[config.mk]
export PLATFORM = sky130hd
export DESIGN_NAME = scc_control_fsm_flat
export DESIGN_NICKNAME = d
export VERILOG_FILES = /design/src/rtl/scc_pkg.sv /design/src/rtl/scc_control_fsm_if.sv /design/src/rtl/scc_wait_timer.sv /design/src/rtl/scc_control_fsm.sv /design/src/flat_wrapper.sv
export SDC_FILE = /design/constraint.sdc
export NUM_CORES = 1
export LEC_CHECK = 0
export ABC_AREA = 1
export CORE_UTILIZATION = 25
export CTS_CLUSTER_SIZE = 12
export DETAILED_ROUTE_END_ITERATION = 8
export HOLD_SLACK_MARGIN = 0.05
export PLACE_DENSITY = 0.59
export SETUP_SLACK_MARGIN = 0.2
export SYNTH_ARGS = -nofsm -noshare
export SYNTH_HDL_FRONTEND = slang
export SYNTH_SLANG_ARGS = --single-unit
[constraint.sdc]
create_clock -name clk -period 1.45 [get_ports clk]
set_input_delay 0.145 -clock clk [delete_from_list [all_inputs] [get_ports clk]]
set_output_delay 0.145 -clock clk [all_outputs]
set_load 0.01 [all_outputs]
[src/rtl/scc_pkg.sv]
// Shared decode constants, state encoding and small decode helpers for the SCC control sequencer.
package scc_pkg;

  localparam logic [1:0] CLS_DIMM = 2'b00;
  localparam logic [1:0] CLS_DREG = 2'b01;
  localparam logic [1:0] CLS_LS   = 2'b10;
  localparam logic [1:0] CLS_SYS  = 2'b11;

  localparam logic [3:0] OP_B     = 4'b0000;
  localparam logic [3:0] OP_BCOND = 4'b0001;
  localparam logic [3:0] OP_BR    = 4'b0010;

  localparam int unsigned FLAG_N = 3;
  localparam int unsigned FLAG_Z = 2;
  localparam int unsigned FLAG_C = 1;
  localparam int unsigned FLAG_V = 0;

  typedef enum logic [2:0] {
    ST_FETCH  = 3'd0,
    ST_DECODE = 3'd1,
    ST_EXEC   = 3'd2,
    ST_MEM    = 3'd3,
    ST_WB     = 3'd4,
    ST_HALT   = 3'd5,
    ST_FAULT  = 3'd6
  } state_t;

  function automatic logic is_halt(input logic [1:0] cls, input logic [3:0] op);
    return (cls == CLS_SYS) && op[3] && !op[2];
  endfunction

  // Condition mask is ordered N,Z,C,V; any selected flag that is set takes the branch.
  function automatic logic cond_taken(input logic [3:0] mask, input logic [3:0] nzcv);
    return (mask[FLAG_N] & nzcv[FLAG_N]) | (mask[FLAG_Z] & nzcv[FLAG_Z]) |
           (mask[FLAG_C] & nzcv[FLAG_C]) | (mask[FLAG_V] & nzcv[FLAG_V]);
  endfunction

endpackage

[src/rtl/scc_control_fsm_if.sv]
// Instruction/data memory handshake bundle between the sequencer (master) and memory side (slave).
interface scc_control_fsm_if;
  logic imem_req;
  logic imem_valid;
  logic dmem_req;
  logic dmem_we;
  logic dmem_ready;

  modport master (output imem_req, dmem_req, dmem_we, input imem_valid, dmem_ready);
  modport slave  (input imem_req, dmem_req, dmem_we, output imem_valid, dmem_ready);
endinterface

[src/rtl/scc_wait_timer.sv]
// Handshake wait counter: counts unsatisfied cycles and flags when the timeout count is reached.
module scc_wait_timer #(
  parameter int unsigned TIMEOUT_CYCLES = 15,
  parameter int unsigned TO_W           = 8
) (
  input  logic clk,
  input  logic rst_n,
  input  logic clr,
  input  logic en,
  output logic expired
);

  logic [TO_W-1:0] count;

  assign expired = (count == TO_W'(TIMEOUT_CYCLES));

  always_ff @(posedge clk or negedge rst_n) begin
    if (!rst_n)                count <= '0;
    else if (clr)              count <= '0;
    else if (en && !expired)   count <= count + 1'b1;
  end

endmodule

[src/rtl/scc_control_fsm.sv]
// Multi-cycle fetch/decode/execute/memory/writeback sequencer for the SCC core.
module scc_control_fsm
  import scc_pkg::*;
#(
  parameter int unsigned TIMEOUT_CYCLES = 15,
  parameter int unsigned TO_W           = 8
) (
  input  logic                     clk,
  input  logic                     rst_n,
  input  logic [1:0]               first_ld,
  input  logic [3:0]               second_ld,
  input  logic                     special_enc,
  input  logic [3:0]               b_cond,
  input  logic                     ls_store,
  input  logic [3:0]               flags,
  scc_control_fsm_if.master        mem,
  output logic                     ir_load,
  output logic                     pc_inc,
  output logic                     pc_write,
  output logic                     pc_sel,
  output logic                     reg_we,
  output logic                     wb_sel,
  output logic                     flag_we,
  output logic [2:0]               state_o,
  output logic                     halted,
  output logic                     fault
);

  state_t state, state_nxt;
  logic   wait_en, expired;

  // The counter only runs while a handshake is pending, so it is zero on every entry to FETCH/MEM.
  assign wait_en = ((state == ST_FETCH) && !mem.imem_valid) ||
                   ((state == ST_MEM)   && !mem.dmem_ready);

  scc_wait_timer #(
    .TIMEOUT_CYCLES(TIMEOUT_CYCLES),
    .TO_W          (TO_W)
  ) u_wait_timer (
    .clk    (clk),
    .rst_n  (rst_n),
    .clr    (!wait_en),
    .en     (wait_en),
    .expired(expired)
  );

  always_ff @(posedge clk or negedge rst_n) begin
    if (!rst_n) state <= ST_FETCH;
    else        state <= state_nxt;
  end

  always_comb begin
    state_nxt = state;
    case (state)
      ST_FETCH: begin
        if (mem.imem_valid) state_nxt = ST_DECODE;
        else if (expired)   state_nxt = ST_FAULT;
      end
      ST_DECODE: state_nxt = is_halt(first_ld, second_ld) ? ST_HALT : ST_EXEC;
      ST_EXEC: begin
        case (first_ld)
          CLS_DIMM, CLS_DREG: state_nxt = ST_WB;
          CLS_LS:             state_nxt = ST_MEM;
          default:            state_nxt = ST_FETCH;
        endcase
      end
      ST_MEM: begin
        if (mem.dmem_ready) state_nxt = ls_store ? ST_FETCH : ST_WB;
        else if (expired)   state_nxt = ST_FAULT;
      end
      ST_WB:    state_nxt = ST_FETCH;
      ST_HALT:  state_nxt = ST_HALT;
      ST_FAULT: state_nxt = ST_FAULT;
      default:  state_nxt = ST_FAULT;
    endcase
  end

  // Strobes are forced low while reset is asserted, including the FETCH request.
  always_comb begin
    mem.imem_req = 1'b0;
    mem.dmem_req = 1'b0;
    mem.dmem_we  = 1'b0;
    ir_load      = 1'b0;
    pc_inc       = 1'b0;
    pc_write     = 1'b0;
    pc_sel       = 1'b0;
    reg_we       = 1'b0;
    wb_sel       = 1'b0;
    flag_we      = 1'b0;
    if (rst_n) begin
      case (state)
        ST_FETCH: begin
          mem.imem_req = 1'b1;
          ir_load      = mem.imem_valid;
          pc_inc       = mem.imem_valid;
        end
        ST_EXEC: begin
          if (first_ld == CLS_SYS) begin
            case (second_ld)
              OP_B:     pc_write = 1'b1;
              OP_BCOND: pc_write = cond_taken(b_cond, flags);
              OP_BR: begin
                pc_write = 1'b1;
                pc_sel   = 1'b1;
              end
              default: ;
            endcase
          end
        end
        ST_MEM: begin
          mem.dmem_req = 1'b1;
          mem.dmem_we  = ls_store;
        end
        ST_WB: begin
          reg_we  = 1'b1;
          wb_sel  = (first_ld == CLS_LS);
          flag_we = special_enc & second_ld[3];
        end
        default: ;
      endcase
    end
  end

  assign state_o = state;
  assign halted  = (state == ST_HALT) || (state == ST_FAULT);
  assign fault   = (state == ST_FAULT);

endmodule
[src/flat_wrapper.sv]
// flat-port wrapper written by rule: the top's interface ports become plain ports
module scc_control_fsm_flat import scc_pkg::*;
#(
  parameter int unsigned TIMEOUT_CYCLES = 15,
  parameter int unsigned TO_W           = 8
)
  (clk, rst_n, first_ld, second_ld, special_enc, b_cond, ls_store, flags, ir_load, pc_inc, pc_write, pc_sel, reg_we, wb_sel, flag_we, state_o, halted, fault, mem_imem_req, mem_dmem_req, mem_dmem_we, mem_imem_valid, mem_dmem_ready);
  scc_control_fsm_if mem_i ();
  input  logic clk;
  input  logic rst_n;
  input  logic [1:0] first_ld;
  input  logic [3:0] second_ld;
  input  logic special_enc;
  input  logic [3:0] b_cond;
  input  logic ls_store;
  input  logic [3:0] flags;
  output logic ir_load;
  output logic pc_inc;
  output logic pc_write;
  output logic pc_sel;
  output logic reg_we;
  output logic wb_sel;
  output logic flag_we;
  output logic [2:0] state_o;
  output logic halted;
  output logic fault;
  output wire logic [$bits(mem_i.imem_req)-1:0] mem_imem_req;
  output wire logic [$bits(mem_i.dmem_req)-1:0] mem_dmem_req;
  output wire logic [$bits(mem_i.dmem_we)-1:0] mem_dmem_we;
  input wire logic [$bits(mem_i.imem_valid)-1:0] mem_imem_valid;
  input wire logic [$bits(mem_i.dmem_ready)-1:0] mem_dmem_ready;
  assign mem_imem_req = mem_i.imem_req;
  assign mem_dmem_req = mem_i.dmem_req;
  assign mem_dmem_we = mem_i.dmem_we;
  assign mem_i.imem_valid = mem_imem_valid;
  assign mem_i.dmem_ready = mem_dmem_ready;
  scc_control_fsm #(.TIMEOUT_CYCLES(TIMEOUT_CYCLES), .TO_W(TO_W)) u_core (.clk(clk), .rst_n(rst_n), .first_ld(first_ld), .second_ld(second_ld), .special_enc(special_enc), .b_cond(b_cond), .ls_store(ls_store), .flags(flags), .mem(mem_i), .ir_load(ir_load), .pc_inc(pc_inc), .pc_write(pc_write), .pc_sel(pc_sel), .reg_we(reg_we), .wb_sel(wb_sel), .flag_we(flag_we), .state_o(state_o), .halted(halted), .fault(fault));
endmodule
==> flow_summary.toml <==
[outcome]
status = "finished with violations"
violations = "setup timing"

[placement]
hpwl_um = 2044
pre_cts_slack_ps = -402.8
port_buffers = 34
place_congestion = 0.8174
placed_cells = 232

[clock_tree]
worstSkewPairLatency_ps = 260
cts.sinks = 11
root_buffer = "clkbuf_4"
path_clk_slew_ps = 70
cts_tree = "done"
clockBufferDepth = 2
h-tree-depth = 1
holdBufCountCts = 0
tritoncts.num_buffers = 3

[worst_setup_path]
worst_r2r_startpoint = "u_core.state_o[1]$_DFF_PN0_"
reg2reg_to = "u_core.u_wait_timer.count[1]$_DFFE_PN0P_"
startpoint_type = "flip-flop"
worstPathMaxFanout = 3
required_ps = 1310
crit_path_end_kind = "output port"
critPathBufInv = 2
slowest_delay_ps = 390
slowest_stage = "dfrtp_1"
cp_top_family = "simple AND/OR/NAND/NOR gates"
arrival_ps = 1320
r2r_cells = 8
cp.depth = 5
r2r_setup_slack_ps = 40
path_class = "flip-flop to output port"
worstPathCellList = "inv_2 -> nor3_4 -> nand3b_1 -> nor3_2 -> buf_2"
crit_start = "u_core.state_o[1]$_DFF_PN0_"
critPathCapture = "pc_sel"

[grt]
grt_pass1_vias = 1074
grt_max_degree = 13
antenna_found_initial = 0
track_usage_pct = 15.89
overflow = 0
grt_pass1_wl_um = 4409

[flow_run]
max-cap-violations = 0

[synthesis]
synth.most_common_cell = "nand2_1"
synth-main-ff-cell = "dfrtp_1"
async_flop_share_pct = 100.0
postSynthAreaPerCell_um2 = 6.531
synth_top_area_cell = "dfrtp_1"
seq_area_frac_synth_pct = 31.93
synthCells = 132
yosys.area.top_type_share_pct = 31.93
synthTopCellsByCount = "nand2_1, nor2_1, inv_1"
ys_types = 25
synth_area_um2 = 862.1
synth_area_leaders = "dfrtp_1, nand2_1, nor2_1, inv_1, nand3_1"
synth_nets = 153
synth-seq-cells = 11
ys_warn_count = 0
synth-edff-count = 0

[floorplanning]
start_util_pct = 27.34
die-area_um2 = 3687
die_h_um = 60.72
die_w_um = 60.72
core_um2 = 3153
io_pins = 35
rows = 20

[timing]
hold_viol_final = 0
min_period_over_period_pct = 101.3
min_period_ps = 1469
drv_slew = 0
worst_pin_slew_ps = 258.3
slew_headroom_pct = 82.70
grt_setup_unrepaired = "true"
whs_ps = 265.6
skew_ps = 6.101
max_freq_ghz = 0.6808
fin_ws_ps = -18.79
finalSetupViolCount = 2

[detailed_routing]
wl_per_cell_um = 11.07
routed-via-count = 1088
drc = 0
first_pass_iters = 4
routed_wl_um = 2690
drt_iter0_drc = 26
vias_per_cell = 4.477
drtAntennaViolNets = 0

[final_layout]
layout.nets = 221
n_antenna_cell = 0
drive_gt1_share_pct = 46.73
area_delta_synth_final_pct = 90.86
stdcell_count = 243

[pwr]
leakage_nw = 0.8268
ir_drop_mv = 0.4189
power.density_nw_per_um2 = 1302

[min_path]
hold_path.class = "input pin to asynchronous set/reset pin"
cell type report:
cell class	instances	area [um2]
fillers	311	1508
multi-input cells	103	655.6
repair buffers	66	574.3
flip-flops and latches	11	277.8
inverters	15	56.30
well taps	44	55.05
clock buffers	4	26.28
kinds of logic after synthesis:
| group | after synthesis | synth area share [%] |
|---|---|---|
| and+or+nand+nor | 88 | 46.01 |
| buffers and inverters | 18 | 9.579 |
| xor gates and xnor gates | 1 | 1.016 |
| adders and majority gates | 1 | 1.451 |
| AOI/OAI and AO/OA | 13 | 10.01 |
| DFF | 11 | 31.93 |
worst min-delay path by stage:
stage / depth (start not counted) / end / slack, ps
2_1_floorplan: 0 / u_core.state_o[0]$_DFF_PN0_ / -150
3_3_place_gp: 2 / u_core.u_wait_timer.count[1]$_DFFE_PN0P_ / 520
3_5_place_dp: 2 / u_core.state_o[0]$_DFF_PN0_ / 550
4_1_cts: 2 / u_core.u_wait_timer.count[3]$_DFFE_PN0P_ / 260
5_1_grt: 2 / u_core.state_o[0]$_DFF_PN0_ / 260
6_report: 2 / u_core.u_wait_timer.count[3]$_DFFE_PN0P_ / 270
routing by layer:
layer | share of wire (%) | track usage (%)
met1 | 41 | 19.27
met2 | 55 | 29.98
met3 | 3.1 | 2.559
met4 | 0.52 | 2.273
met5 | 0 | 0
per-stage QoR:
| step | util [%] | total power, W | area [um2] | setup TNS, ps |
|---|---|---|---|---|
| 2_1_floorplan | - | 0.0009251 | 868.3 | 0 |
| 3_3_place_gp | 45.60 | 0.001496 | 1438 | -3155 |
| 5_1_grt | 52.18 | 0.002287 | 1645 | -897.4 |
| 4_1_cts | 49.33 | 0.001943 | 1555 | -110.6 |
| 6_report | 52.18 | 0.002142 | 1645 | -33.47 |
| 3_5_place_dp | 45.60 | 0.001512 | 1438 | -3257 |
worst reg2reg max path: cells and delay by family, from the launching register on:
| family | cells | cell delay [ps] |
|---|---|---|
| AOI/OAI and AO/OA | 2 | 200 |
| buffers and inverters | 3 | 420 |
| DFF | 1 | 410 |
| and+or+nand+nor | 3 | 300 |
power by group:
group          internal [W]  switching (W)  total [W]
sequential         0.000367      0.0000874   0.000454
clock              0.000106      0.0000932   0.000199
combinational      0.000789       0.000700    0.00149
timing repair:
item	CTS	global route
setup buffers	6	1
resized for setup	91	21
pin swaps	5	8
setup endpoints to repair	26	25
state kept, by name, indices dropped and copies added (netlist names):
name / cells
u_core.u_wait_timer.count: 8
u_core.state_o: 3
cells in the final DEF, fill, tap and decap left out, types with 3 or more instances in the layout:
cell type	n
o21ai_2	5
clkdlybuf4s50_1	19
clkbuf_4	3
dfrtp_1	9
nor2_1	20
buf_4	22
nand2_4	5
nand4_1	3
nand3_2	3
nand2_1	27
nand3_1	4
inv_1	13
nor2_4	3
buf_2	11
buf_6	11
nor2_2	8
nand2_2	6
Note: power is estimated with default switching activity, not from simulation.
